**src/rtl/bus_timer_pkg.sv**
```systemverilog
// bus_timer_pkg
//   Shared definitions for the bus_timer_slave peripheral: register word
//   offsets, CTRL/STAT bit positions and the timer state encoding.
//   Optional feature macro used by the design: BUS_TIMER_IRQ_EN.
package bus_timer_pkg;

  localparam logic [2:0] OFS_CTRL = 3'd0;
  localparam logic [2:0] OFS_PSC  = 3'd1;
  localparam logic [2:0] OFS_ARR  = 3'd2;
  localparam logic [2:0] OFS_CNT  = 3'd3;
  localparam logic [2:0] OFS_STAT = 3'd4;

  localparam int CTRL_EN          = 0;
  localparam int CTRL_CLR         = 1;
  localparam int CTRL_IRQ_EN      = 2;
  localparam int CTRL_AUTO_RELOAD = 3;

  localparam int STAT_MATCH = 0;

  typedef enum logic [1:0] {
    IDLE = 2'd0,
    RUN  = 2'd1,
    DONE = 2'd2
  } timer_state_e;

endpackage

```
**src/rtl/bus_timer_slave_prescaler.sv**
```systemverilog
// timer_prescaler
//   Divides the clock by (psc + 1) while en is high. tick is asserted in the
//   cycle where the internal count equals psc; the count then returns to 0.
//   restart forces the count to 0 on the next edge regardless of en.
// Ports
//   clk      system clock
//   rst      asynchronous active-low reset
//   en       count enable (held count when low)
//   psc      divide value minus one
//   restart  synchronous clear of the prescale count
//   tick     combinational terminal-count strobe
module timer_prescaler #(
  parameter int PSC_W = 16
) (
  input  logic             clk,
  input  logic             rst,
  input  logic             en,
  input  logic [PSC_W-1:0] psc,
  input  logic             restart,
  output logic             tick
);

  logic [PSC_W-1:0] psc_cnt_q;
  logic [PSC_W-1:0] psc_cnt_d;

  assign tick = en && (psc_cnt_q == psc);

  always_comb begin
    psc_cnt_d = psc_cnt_q;
    if (restart) begin
      psc_cnt_d = '0;
    end else if (en) begin
      psc_cnt_d = tick ? '0 : psc_cnt_q + PSC_W'(1);
    end
  end

  always_ff @(posedge clk or negedge rst) begin
    if (!rst) begin
      psc_cnt_q <= '0;
    end else begin
      psc_cnt_q <= psc_cnt_d;
    end
  end

endmodule

```
**src/rtl/bus_timer_slave.sv**
```systemverilog
// bus_timer_slave
//   Memory-mapped prescaled up-counter with compare, optional auto-reload,
//   sticky match flag and optional level interrupt.
//   Word map (busAddr[4:2]): 0 CTRL, 1 PSC, 2 ARR, 3 CNT (ro), 4 STAT (w1c);
//   other offsets read 0 and ignore writes.
//   Optional feature macro: BUS_TIMER_IRQ_EN. When undefined, CTRL.IRQ_EN is
//   not stored and irq is tied low.
// Ports
//   clk       system clock
//   rst       asynchronous active-low reset
//   sel       block select from the address decoder
//   busWe     write strobe, qualified by sel
//   busAddr   byte address, only [4:2] decoded
//   busWData  write data
//   busRData  combinational read data, 0 when not selected
//   irq       registered level interrupt, active high
module bus_timer_slave
  import bus_timer_pkg::*;
#(
  parameter int PSC_W = 16,
  parameter int CNT_W = 32
) (
  input  logic        clk,
  input  logic        rst,
  input  logic        sel,
  input  logic        busWe,
  input  logic [31:0] busAddr,
  input  logic [31:0] busWData,
  output logic [31:0] busRData,
  output logic        irq
);

  timer_state_e     state_q, state_d;
  logic             en_q, en_d;
  logic             auto_reload_q, auto_reload_d;
  logic             irq_en_q;
  logic [PSC_W-1:0] psc_q, psc_d;
  logic [CNT_W-1:0] arr_q, arr_d;
  logic [CNT_W-1:0] cnt_q, cnt_d;
  logic             match_q, match_d;

  logic [2:0] ofs;
  logic       wr_ctrl, wr_psc, wr_arr, wr_stat;
  logic       clr, stop_wr, run, tick, tick_eff, match_ev, oneshot_end;
  logic       unused_addr;

  assign ofs         = busAddr[4:2];
  assign unused_addr = ^{busAddr[31:5], busAddr[1:0]};

  assign wr_ctrl = sel && busWe && (ofs == OFS_CTRL);
  assign wr_psc  = sel && busWe && (ofs == OFS_PSC);
  assign wr_arr  = sel && busWe && (ofs == OFS_ARR);
  assign wr_stat = sel && busWe && (ofs == OFS_STAT);

  assign clr     = wr_ctrl && busWData[CTRL_CLR];
  // A write clearing EN takes priority over a tick landing on the same edge.
  assign stop_wr = wr_ctrl && !busWData[CTRL_EN];
  assign run     = (state_q == RUN) && !stop_wr;

  timer_prescaler #(.PSC_W(PSC_W)) u_prescaler (
    .clk     (clk),
    .rst     (rst),
    .en      (run),
    .psc     (psc_q),
    .restart (wr_psc || clr),
    .tick    (tick)
  );

  // CLR overrides a same-cycle tick: no count, no match.
  assign tick_eff    = tick && !clr;
  assign match_ev    = tick_eff && (cnt_q == arr_q);
  assign oneshot_end = match_ev && !auto_reload_q && !wr_ctrl;

  always_comb begin
    en_d          = en_q;
    auto_reload_d = auto_reload_q;
    psc_d         = psc_q;
    arr_d         = arr_q;
    cnt_d         = cnt_q;
    match_d       = match_q;
    state_d       = state_q;

    if (wr_ctrl) begin
      en_d          = busWData[CTRL_EN];
      auto_reload_d = busWData[CTRL_AUTO_RELOAD];
    end else if (oneshot_end) begin
      en_d = 1'b0;
    end

    if (wr_psc) psc_d = busWData[PSC_W-1:0];
    if (wr_arr) arr_d = busWData[CNT_W-1:0];

    if (clr) begin
      cnt_d = '0;
    end else if (tick_eff) begin
      cnt_d = match_ev ? '0 : cnt_q + CNT_W'(1);
    end

    // Hardware set beats a software clear in the same cycle.
    if (match_ev) begin
      match_d = 1'b1;
    end else if (wr_stat && busWData[STAT_MATCH]) begin
      match_d = 1'b0;
    end

    case (state_q)
      IDLE, DONE: if (en_d) state_d = RUN;
      RUN:        if (!en_d) state_d = oneshot_end ? DONE : IDLE;
      default:    state_d = IDLE;
    endcase
  end

  always_ff @(posedge clk or negedge rst) begin
    if (!rst) begin
      state_q       <= IDLE;
      en_q          <= 1'b0;
      auto_reload_q <= 1'b0;
      psc_q         <= '0;
      arr_q         <= '0;
      cnt_q         <= '0;
      match_q       <= 1'b0;
    end else begin
      state_q       <= state_d;
      en_q          <= en_d;
      auto_reload_q <= auto_reload_d;
      psc_q         <= psc_d;
      arr_q         <= arr_d;
      cnt_q         <= cnt_d;
      match_q       <= match_d;
    end
  end

`ifdef BUS_TIMER_IRQ_EN
  logic irq_en_d;
  logic irq_q, irq_d;

  always_comb begin
    irq_en_d = irq_en_q;
    if (wr_ctrl) irq_en_d = busWData[CTRL_IRQ_EN];
    irq_d = match_q && irq_en_q;
  end

  always_ff @(posedge clk or negedge rst) begin
    if (!rst) begin
      irq_en_q <= 1'b0;
      irq_q    <= 1'b0;
    end else begin
      irq_en_q <= irq_en_d;
      irq_q    <= irq_d;
    end
  end

  assign irq = irq_q;
`else
  assign irq_en_q = 1'b0;
  assign irq      = 1'b0;
`endif

  always_comb begin
    busRData = '0;
    if (sel) begin
      case (ofs)
        OFS_CTRL: begin
          busRData[CTRL_EN]          = en_q;
          busRData[CTRL_IRQ_EN]      = irq_en_q;
          busRData[CTRL_AUTO_RELOAD] = auto_reload_q;
        end
        OFS_PSC:  busRData[PSC_W-1:0] = psc_q;
        OFS_ARR:  busRData[CNT_W-1:0] = arr_q;
        OFS_CNT:  busRData[CNT_W-1:0] = cnt_q;
        OFS_STAT: busRData[STAT_MATCH] = match_q;
        default:  busRData = '0;
      endcase
    end
  end

endmodule

```
**config.mk**
```make
export PLATFORM = sky130hd
export DESIGN_NAME = bus_timer_slave
export DESIGN_NICKNAME = d
export VERILOG_FILES = /design/src/rtl/bus_timer_pkg.sv /design/src/rtl/bus_timer_slave_prescaler.sv /design/src/rtl/bus_timer_slave.sv
export SDC_FILE = /design/constraint.sdc
export NUM_CORES = 1
export LEC_CHECK = 0
export CAP_MARGIN = 20
export CORE_MARGIN = 5
export CORE_UTILIZATION = 30
export DETAILED_ROUTE_END_ITERATION = 10
export HOLD_SLACK_MARGIN = 0.06
export PLACE_DENSITY = 0.54
export SLEW_MARGIN = 25
export SYNTH_ARGS = -nofsm -noshare
export SYNTH_HDL_FRONTEND = slang
export SYNTH_SLANG_ARGS = --single-unit
export TNS_END_PERCENT = 100
```
**constraint.sdc**
```tcl
create_clock -name clk -period 2.4 [get_ports clk]
set_input_delay 0.36 -clock clk [delete_from_list [all_inputs] [get_ports clk]]
set_output_delay 0.36 -clock clk [all_outputs]
set_load 0.05 [all_outputs]
```
==> impl_metrics.ini <==
[timing]
rsz0062_at_grt = no
post-route-period-util_pct = 96.86
final.setup.tns_ns = 0
fin_skew_ns = 0.01276
maxSlewHeadroom_pct = 58.72
timing_hold_violations_final = 0
layout_min_cycle_time_ns = 2.325
tightestPinTransition_ns = 0.6107
finalSetupViolations = 0
slew_viol_final = 0
fmax_mhz = 430.2

[synthesis]
synth.area.top_cells = dfrtp_1 42%, mux2_2 12%, xnor2_1 6.8%, xor2_1 4.7%, nand2_1 4.4%
synth_compound_area_share_pct = 9.576
synth_top_family_by_area = simple AND/OR/NAND/NOR gates
synthesis.area_um2 = 5958
synthXorXnorAreaFrac_pct = 11.47
avgSynthCellArea_um2 = 9.720
synth_edf_count = 0
synth_fp_nets = 683
synthMuxAreaShare_pct = 12.26
async_reset_ff_share_pct = 100.0
yosysTopAreaCell = dfrtp_1
syn_inst = 613
synth-adder-area-share_pct = 0.4200
synth.top_cell.area_share_pct = 42.42
ys.flop_type = dfrtp_1
synth_seq_cells = 101
synth-simple-area-share_pct = 20.35
synth-seq-area-share_pct = 42.42
synth_cell_types = 52
yosysWarnings = 0

[outcome]
outcome = finished, final reports clean

[floorplan]
start_util_pct = 30.51
fp.dieW_um = 150.9
core_area_um2 = 19530
io_pins = 101
rows = 51
die_h_um = 150.9
dieArea_um2 = 22780

[setup_path]
critical_path_class = input pin to output port
reg2reg_to = cnt_q[31]
required_ns = 2.04
reg2reg_setup_slack_ns = 0.15
max_stage_delay_ns = 0.53
crit_chain = clkdlybuf4s50_1 -> buf_6 -> buf_8 -> mux4_2 -> and3_1 -> buf_4
slowest_stage = clkdlybuf4s50_1
rr_worst_depth = 7
cp-start-kind = input pin
r2r_start = u_prescaler.psc_cnt_q[3]
cp-end-kind = output port
crit_path_end = busRData[3]
critPathArrivalTime_ns = 1.96
critPathLaunch = busAddr[2]
cp_max_fo = 15

[final_layout]
num-nets-final = 812
final_area_um2 = 8427
fin_util_pct = 43.16
drive_above_1_share_pct = 32.80
fillers = 1864
antenna_cells = 0
syn2layout_area_growth_pct = 41.43

[cts]
clockBufferDepth = 2
cts_sinks = 101
cts_root_buf = clkbuf_16
clkTransAtPathRegs_ns = 0.07
clk_latency_ns = 0.35
cts_tree = built
h-tree-depth = 3
numCtsBuffers = 9

[route]
wl_per_cell_um = 16.68
num_vias = 4956
first_pass_iters = 4
wl_mm = 16.89
drt_iter0_drc = 225
drc = 0
ant_nets = 0
vias_per_cell = 4.897

[hold_path]
hp-class = input pin to async pin

[global_route]
grt_usage_pct = 15.37
grt_pass1_wl_mm = 27.28
antenna_found_initial = 0
grt_max_degree = 73
grt_pass1_vias = 5104
grt-ovfl-total = 0

[power_and_ir_drop]
vdd_ir_drop_max_mv = 0.3525
leakagePower_nw = 3.438
powerDensity_nw_per_um2 = 629.5

[place]
post_dp_cell_area_um2 = 7961
gp_congestion = 0.8522
dpl.hpwl_mm = 13.18
port_buffers = 70

[job]
max_cap_viol_count = 0
==> logic make-up after synthesis <==
kind of cell,after synthesis
xor gates and xnor gates,78
buffers and inverters,46
and+or+nand+nor,237
adders and majority gates,2
DFF,101
muxes,64
other,1
AOI/OAI and AO/OA,84
==> worst min path at each step <==
stage	start	depth (start not counted)	to	slack, ns
finish	rst	2	arr_q[8]	0.48
global route	rst	2	arr_q[8]	0.50
CTS	rst	2	u_prescaler.psc_cnt_q[5]	0.49
detailed placement	rst	1	arr_q[8]	0.32
global placement	rst	1	arr_q[8]	0.32
floorplan	rst	0	arr_q[0]	0.06
==> routing by layer <==
metal	vias to the layer above	part of all wire [%]	track usage (%)
li1	2408	-	-
met1	2439	43	19.57
met2	95	51	27.17
met3	14	4.3	3.351
met4	0	0.94	2.539
met5	-	0	0
==> metrics by stage <==
stage                     setup slack [ns]  hold slack [ns]  instances  total power [W]
final                              0.07534           0.4799       1012         0.005304
after global routing              0.005993           0.5048       1012         0.005569
after CTS                         -0.01164           0.4862       1010         0.005335
after detailed placement           -0.3381           0.3210        992         0.003735
after global placement             -0.2430           0.3153        992         0.003698
after floorplan                   -0.09331          0.06441        613         0.003042
==> synth_stat cells, types with 4 or more instances <==
| library cell | n |
|---|---|
| buf_1 | 4 |
| buf_2 | 6 |
| nand4_1 | 17 |
| a22oi_1 | 30 |
| mux2_2 | 62 |
| a31oi_1 | 6 |
| xor2_1 | 32 |
| inv_1 | 6 |
| a21oi_1 | 5 |
| nor2_1 | 48 |
| nor3_1 | 5 |
| o21ai_0 | 30 |
| nand2_1 | 70 |
| xnor2_1 | 46 |
| nand3_1 | 32 |
| nor2b_1 | 20 |
| nand3b_1 | 4 |
| and2_1 | 7 |
| dfrtp_1 | 101 |
| clkbuf_1 | 26 |
| and3_1 | 9 |
==> state kept, by name, summed over array words and instances, names as in the netlist <==
register,cells
cnt_q,32
match_q,1
auto_reload_q,1
en_q,1
arr_q,32
u_prescaler.psc_cnt_q,16
psc_q,16
state_q,2
==> layout make-up <==
class / count / area, um2 / share of cell area [%]
multi-input cells: 466 / 3418 / 40.56
well taps: 265 / 331.6 / 3.935
flip-flops and latches: 101 / 2527 / 29.99
clock buffers: 11 / 232.7 / 2.762
inverters: 6 / 22.52 / 0.2673
clock inverters: 5 / 82.58 / 0.9800
repair buffers: 158 / 1812 / 21.50
==> timing repair <==
action | CTS | global route
setup buffers | 1 | 2
endpoints found under the setup margin | 32 | 46
gates resized for setup | 9 | 12
hold endpoints to repair | 29 | 0
hold buffers | 1 | 0
pin swaps | 1 | 0
==> cell usage in the layout, fill, tap and decap left out, types with 11 or more instances in the layout <==
cell and instances:
buf_4 75, nand4_1 17, xnor2_1 43, o21ai_0 30
nor2_1 34, a22oi_1 25, mux2_2 62, dfrtp_1 101
nor2b_2 11, nand3_1 32, nand2_1 69, buf_12 41
clkdlybuf4s50_1 36, xor2_1 32
==> worst max-delay path, delay by kind of cell <==
kind | cells | cell delay [ns]
buffers and inverters | 4 | 1.06
muxes | 1 | 0.33
and+or+nand+nor | 1 | 0.20
==> power by group <==
part / switching (W) / leakage (nW) / total (W) / internal (W)
Combinational: 0.000671 / 1.97 / 0.00146 / 0.000790
Clock: 0.000647 / 0.154 / 0.00157 / 0.000919
Sequential: 0.000309 / 1.31 / 0.00228 / 0.00197
Total: 0.00163 / 3.44 / 0.00530 / 0.00368
Note: power is estimated with default switching activity, not from simulation.
